==> src/rtl/hdsiso8_pkg.sv <==
// Shared definitions for the HDSISO8 shift path and its BIST sequencer.
// Holds the BIST FSM state type and the LFSR8 polynomial, output tap and
// seed, so the reference generator and LFSR8 step identically.
package hdsiso8_pkg;

  localparam int unsigned LFSR_W       = 8;
  // x^8 + x^6 + x^5 + x^4 + 1
  localparam logic [7:0]  LFSR_TAPS    = 8'b1011_1000;
  localparam int unsigned LFSR_OUT_BIT = 7;
  localparam logic [7:0]  LFSR_SEED    = 8'h01;
  localparam logic [7:0]  ERR_MAX      = 8'hFF;

  typedef enum logic [1:0] {
    IDLE   = 2'd0,
    FILL   = 2'd1,
    CHECK  = 2'd2,
    REPORT = 2'd3
  } bist_state_e;

  // One Fibonacci step: shift toward the MSB, feedback parity enters at bit 0.
  function automatic logic [7:0] lfsr_next(input logic [7:0] s);
    return {s[6:0], ^(s & LFSR_TAPS)};
  endfunction

endpackage

==> src/rtl/lfsr8_ref.sv <==
// Local copy of LFSR8 used as the BIST reference bit stream.
// Ports:
//   clk, rst   - clock, asynchronous active-high reset (state -> LFSR_SEED)
//   load_i     - load seed_i into the register (wins over en_i)
//   en_i       - advance one LFSR step
//   seed_i     - 8-bit load value
//   bit_o      - current output bit (same tap as LFSR8's LFSR_BIT)
module lfsr8_ref
  import hdsiso8_pkg::*;
(
  input  logic       clk,
  input  logic       rst,
  input  logic       load_i,
  input  logic       en_i,
  input  logic [7:0] seed_i,
  output logic       bit_o
);

  logic [LFSR_W-1:0] state_q;
  logic [LFSR_W-1:0] state_d;

  // Next-state: load, step or hold
  always_comb begin
    state_d = state_q;
    if (load_i) begin
      state_d = seed_i;
    end else if (en_i) begin
      state_d = lfsr_next(state_q);
    end
  end

  always_ff @(posedge clk or posedge rst) begin
    if (rst) begin
      state_q <= LFSR_SEED;
    end else begin
      state_q <= state_d;
    end
  end

  assign bit_o = state_q[LFSR_OUT_BIT];

endmodule

==> src/rtl/siso_bist_ctrl.sv <==
// BIST sequencer for the HDSISO8 shift path: drives LFSR8 bits into the SISO
// chain, waits out the path latency, then compares RUN_LEN bits of D_OUT with
// a locally regenerated reference and reports a saturating error count.
// Ports:
//   CLK, RESET     - clock, asynchronous active-high reset
//   START, ABORT   - begin a run (IDLE only) / end a run early (FILL, CHECK)
//   LFSR_STATE     - live LFSR8 state, captured as reference seed on START
//   D_OUT          - SISO serial output under test
//   LFSR_EN        - LFSR8 enable (FILL, CHECK)
//   DIN_SEL        - SISO input select, 1 = LFSR bit (FILL, CHECK, REPORT)
//   BUSY           - run in progress (FILL, CHECK)
//   DONE           - one-cycle pulse in REPORT
//   PASS           - last completed run had no mismatches
//   ERR_CNT        - mismatch count, saturating at 255
module siso_bist_ctrl
  import hdsiso8_pkg::*;
#(
  parameter int unsigned LATENCY = 10,
  parameter int unsigned RUN_LEN = 255
) (
  input  logic       CLK,
  input  logic       RESET,
  input  logic       START,
  input  logic       ABORT,
  input  logic [7:0] LFSR_STATE,
  input  logic       D_OUT,
  output logic       LFSR_EN,
  output logic       DIN_SEL,
  output logic       BUSY,
  output logic       DONE,
  output logic       PASS,
  output logic [7:0] ERR_CNT
);

  localparam logic [7:0] FILL_LAST  = 8'(LATENCY - 1);
  localparam logic [7:0] CHECK_LAST = 8'(RUN_LEN - 1);

  bist_state_e state_q, state_d;
  logic [7:0]  cnt_q, cnt_d;
  logic [7:0]  err_q, err_d;
  logic        pass_q, pass_d;
  logic        ref_load, ref_en, ref_bit;

  lfsr8_ref u_ref (
    .clk    (CLK),
    .rst    (RESET),
    .load_i (ref_load),
    .en_i   (ref_en),
    .seed_i (LFSR_STATE),
    .bit_o  (ref_bit)
  );

  // State and counters
  always_ff @(posedge CLK or posedge RESET) begin
    if (RESET) begin
      state_q <= IDLE;
      cnt_q   <= 8'd0;
      err_q   <= 8'd0;
      pass_q  <= 1'b0;
    end else begin
      state_q <= state_d;
      cnt_q   <= cnt_d;
      err_q   <= err_d;
      pass_q  <= pass_d;
    end
  end

  // Next-state, counters and reference control
  always_comb begin
    state_d  = state_q;
    cnt_d    = cnt_q;
    err_d    = err_q;
    pass_d   = pass_q;
    ref_load = 1'b0;
    ref_en   = 1'b0;
    case (state_q)
      IDLE: begin
        if (START) begin
          state_d  = FILL;
          cnt_d    = 8'd0;
          err_d    = 8'd0;
          pass_d   = 1'b0;
          ref_load = 1'b1;
        end
      end
      FILL: begin
        if (ABORT) begin
          state_d = IDLE;
          pass_d  = 1'b0;
        end else if (cnt_q == FILL_LAST) begin
          state_d = CHECK;
          cnt_d   = 8'd0;
        end else begin
          cnt_d = 8'(cnt_q + 8'd1);
        end
      end
      CHECK: begin
        if (ABORT) begin
          // Error count freezes; this cycle's compare is discarded.
          state_d = IDLE;
          pass_d  = 1'b0;
        end else begin
          ref_en = 1'b1;
          if ((D_OUT != ref_bit) && (err_q != ERR_MAX)) begin
            err_d = 8'(err_q + 8'd1);
          end
          if (cnt_q == CHECK_LAST) begin
            state_d = REPORT;
            cnt_d   = 8'd0;
            // Includes the final compare so PASS is valid alongside DONE.
            pass_d  = (err_d == 8'd0);
          end else begin
            cnt_d = 8'(cnt_q + 8'd1);
          end
        end
      end
      REPORT: begin
        state_d = IDLE;
      end
      default: begin
        state_d = IDLE;
      end
    endcase
  end

  // Moore outputs decoded from the state register
  assign LFSR_EN = (state_q == FILL) || (state_q == CHECK);
  assign BUSY    = (state_q == FILL) || (state_q == CHECK);
  assign DIN_SEL = (state_q != IDLE);
  assign DONE    = (state_q == REPORT);
  assign PASS    = pass_q;
  assign ERR_CNT = err_q;

endmodule

==> config.mk <==
export PLATFORM = sky130hd
export DESIGN_NAME = siso_bist_ctrl
export DESIGN_NICKNAME = d
export VERILOG_FILES = /design/src/rtl/hdsiso8_pkg.sv /design/src/rtl/lfsr8_ref.sv /design/src/rtl/siso_bist_ctrl.sv
export SDC_FILE = /design/constraint.sdc
export NUM_CORES = 1
export LEC_CHECK = 0
export CAP_MARGIN = 20
export CORE_MARGIN = 2
export CORE_UTILIZATION = 53
export CTS_CLUSTER_DIAMETER = 200
export DETAILED_ROUTE_END_ITERATION = 10
export HOLD_SLACK_MARGIN = 0.06
export PLACE_DENSITY = 0.79
export SLEW_MARGIN = 40
export SYNTH_ARGS = -nofsm -noshare
export SYNTH_HDL_FRONTEND = slang
export SYNTH_HIERARCHICAL = 1
export SYNTH_SLANG_ARGS = --single-unit
==> constraint.sdc <==
create_clock -name CLK -period 2.6 [get_ports CLK]
set_clock_uncertainty 0.1 [all_clocks]
set_input_delay 0.26 -clock CLK [delete_from_list [all_inputs] [get_ports CLK]]
set_output_delay 0.26 -clock CLK [all_outputs]
set_load 0.005 [all_outputs]
==> reports/results.env <==
WORST_HOLD_PATH_TYPE='in2async'
GROUTE.USAGE.OVERALL_PCT=21.31
CLK_PATH_BUF_DEPTH=2
DRTITER0DRC=59
DESIGN.FINAL.NETS=237
AVGSYNTHCELLAREA_SQ_UM=9.104
YOSYSTOPAREACELL='sky130_fd_sc_hd__dfrtp_1'
POSTCTSSETUPBUFFERS=0
FINALNONFILLERCELLS=258
REMAINING_DRC_ERRORS=0
POST-ROUTE-MIN-PERIOD_NS=2.223
DRV_SLEW=0
CTS-ROOT-BUF='sky130_fd_sc_hd__clkbuf_4'
FILLERINSTANCES=270
YOSYS-TOP-CELLS-AREA='sky130_fd_sc_hd__dfrtp_1, sky130_fd_sc_hd__ha_1, sky130_fd_sc_hd__nor2_1'
CTSHOLDBUFFERS=0
TOTAL_LEAKAGE_POWER_uW=0.0008606
PERIOD_SHARE_PCT=85.51
YOSYS_WARNINGS=6
FINALSETUPVIOLATIONS=0
ROUTE.DETAILED.WL_PER_INST_UM=14.10
DP_HPWL_MM=2.701
TOTALWIRELENGTH_MM=3.638
CRIT_FANOUT=6
SYNTHCELLS=188
NUM_ROWS=20
SYNTH_ENABLE_FLOP_CELLS=0
CRITPATHLAUNCHTYPE='flip-flop'
DP_CELLS=254
GRT_SETUP_UNREPAIRED='false'
FINAL_LAYOUT_SIZE_SUFFIX_GT1_SHARE_PCT=6.075
CELL_AREA_AFTER_SYNTHESIS_SQ_UM=1712
POSTSYNTH.ASYNCRESETSHARE_PCT=100.0
CTS_TREE='built'
SYNTH_UNIQUE_CELLS=44
PIN_COUNT=26
CORE-AREA_SQ_UM=3053
SYNTH_TOP_FLOP_CELL='sky130_fd_sc_hd__dfrtp_1'
SYN_NETS=210
NUMBER_OF_CLOCK_SINKS=27
DRV.MAX_CAP_VIOLATION_COUNT=0
DRT_FIRST_PASS_ITERS=4
PEAKVDDDROP_mV=0.5648
WORST_SLACK_NS=0.3766
FIRST_GLOBAL_VIAS=1366
SYNTH_TOP_AREA_SHARE_PCT=38.01
WORST-SETUP-PATH-TYPE='reg2reg'
RUN_STATUS='finished clean'
FINAL_HOLD_VIOL_COUNT=0
CRITICAL_PATH_RT_NS=2.75
AREA_OF_THE_DIE_SQ_UM=3700
WORST_SETUP_PATH_END_KIND='flip-flop'
HTREE_NUM_LEVELS=1
POSTCTSRESIZEDCELLS=0
DIE-WIDTH_UM=60.83
POWER_PER_CELL_AREA_nW_PER_UM2=807.7
PLACE_WORST_SETUP_SLACK_NS=0.3073
GP_CONGESTION=0.8754
VIA_PER_INST=5.713
GRT_OVERFLOW=0
YS_FF_LATCH=27
MAX_FREQ_GHz=0.4498
TIMING_WORST_SLEW_PIN_VALUE_NS=0.7442
N_ANTENNA_CELL=0
SETUP_TOTAL_NEG_SLACK_NS=0
PLACE.PORT_BUFFERS=25
WORST_SKEW_PAIR.LATE_LATENCY_NS=0.33
GRT_PASS1_WL_MM=5.961
WORSTPATHARRIVAL_NS=2.38
ANTENNA_FOUND_INITIAL=0
FLOORPLAN.INITIALDENSITY_PCT=56.07
SYNTHTOLAYOUTAREAGROWTH_PCT=18.13
SLEW_LIMIT_HEADROOM_PCT=50.33
CTS_INSERTED_BUFFERS=3
ANT_NETS=0
SYNTH_SEQUENTIAL_AREA_RATIO_PCT=39.55
REG_CLK_SLEW_REPORTED_PATHS_NS=0.15
VIAS=1474
GRT_START_MAX_NET_PINS=20
DIE_Y_UM=60.83
[power breakdown]
group / internal (uW) / switching, uW
combinational: 374 / 453
clock: 60.1 / 124
sequential: 525 / 96.7
[sequential cells by signal (all words and copies together) (netlist names)]
register       flops
u_ref/state_q      8
state_q            2
PASS               1
ERR_CNT            8
cnt_q              8
[synth_stat cells (2+ instances only)]
| library cell | number |
|---|---|
| sky130_fd_sc_hd__nand4_1 | 5 |
| sky130_fd_sc_hd__o21ai_1 | 2 |
| sky130_fd_sc_hd__a31oi_1 | 3 |
| sky130_fd_sc_hd__mux2i_1 | 9 |
| sky130_fd_sc_hd__a211oi_1 | 2 |
| sky130_fd_sc_hd__nand4b_1 | 2 |
| sky130_fd_sc_hd__and3_1 | 2 |
| sky130_fd_sc_hd__dfrtp_1 | 26 |
| sky130_fd_sc_hd__nand3_1 | 5 |
| sky130_fd_sc_hd__o21ai_0 | 12 |
| sky130_fd_sc_hd__o31ai_1 | 4 |
| sky130_fd_sc_hd__xor2_1 | 9 |
| sky130_fd_sc_hd__nand2b_1 | 3 |
| sky130_fd_sc_hd__inv_1 | 10 |
| sky130_fd_sc_hd__nand2_1 | 16 |
| sky130_fd_sc_hd__a21oi_1 | 11 |
| sky130_fd_sc_hd__nor3_1 | 4 |
| sky130_fd_sc_hd__nor2_1 | 25 |
| sky130_fd_sc_hd__xnor2_1 | 4 |
| sky130_fd_sc_hd__ha_1 | 9 |
| sky130_fd_sc_hd__buf_4 | 2 |
[layout by cell type (no fill, tap or decap), drive strengths merged, types with 2 or more instances in the layout]
master	count
nand2b	3
buf	2
and3	2
nand3	5
nand2	16
a31oi	3
xnor2	5
nor2	25
nor3	4
mux2i	9
ha	9
and4	2
nand4b	2
nor4	2
dfrtp	26
a211oi	2
o31ai	5
o21ai	14
clkbuf	4
nor3b	2
a21oi	11
clkdlybuf4s50	25
xor2	9
inv	10
nand4	5
[path summary, 6_finish.rpt]
path | start | endpoint | slack, ns | depth (start not counted)
max | ERR_CNT[1] | PASS | 0.38 | 6
min in group CLK | LFSR_STATE[7] | u_ref/state_q[7] | 0.39 | 3
min | RESET | u_ref/state_q[7] | 0.08 | 2
max reg2reg | ERR_CNT[1] | PASS | 0.38 | 6
max in group asynchronous | RESET | ERR_CNT[6] | 1.67 | 2
min reg2reg | PASS | PASS | 0.45 | 2
[final cells by class]
| type | instances | area, sq um | area share (%) |
|---|---|---|---|
| clock buffer | 4 | 26.28 | 1.300 |
| inverter | 10 | 37.54 | 1.856 |
| multi-input combinational | 146 | 960.9 | 47.52 |
| sequential | 27 | 676.9 | 33.48 |
| tap | 44 | 55.05 | 2.723 |
| timing repair buffer | 27 | 265.3 | 13.12 |
[through the flow]
stage / utilization (%) / instance area [sq um] / total power, uW / hold WS [ns]
6_report: 66.23 / 2022 / 1633 / 0.08295
5_1_grt: 66.23 / 2022 / 1773 / 0.09720
4_1_cts: 66.23 / 2022 / 1638 / 0.09814
3_5_place_dp: 65.37 / 1996 / 1452 / 0.4143
3_3_place_gp: 65.37 / 1996 / 1415 / 0.4191
2_1_floorplan: - / 1712 / 1199 / -0.02506
[worst max-delay path, cell delays in order, from the launching register on]
cell                      delay, ns
sky130_fd_sc_hd__dfrtp_1       0.47
sky130_fd_sc_hd__ha_1          0.29
sky130_fd_sc_hd__nand3_1       0.17
sky130_fd_sc_hd__nor2_1        0.29
sky130_fd_sc_hd__xor2_1        0.11
sky130_fd_sc_hd__or4_1         0.55
sky130_fd_sc_hd__o31ai_2       0.18
[metal layers]
metal / wire length (um) / track usage [%] / part of all wire [%] / up-vias
li1: - / - / - / 719
met1: 1682 / 28.67 / 46 / 699
met2: 1684 / 34.10 / 46 / 47
met3: 205 / 3.625 / 5.6 / 9
met4: 66 / 8.696 / 1.8 / 0
met5: 0 / 0 / 0 / -
[cells by family after synthesis]
group	Yosys count	share of synthesized area [%]
and+or+nand+nor	72	21.42
AOI/OAI and AO/OA	41	14.62
DFF	27	39.55
buffers and inverters	15	4.312
xor gates and xnor gates	14	7.603
muxes	10	5.921
adders and majority gates	9	6.579
Note: power is estimated with default switching activity, not from simulation.
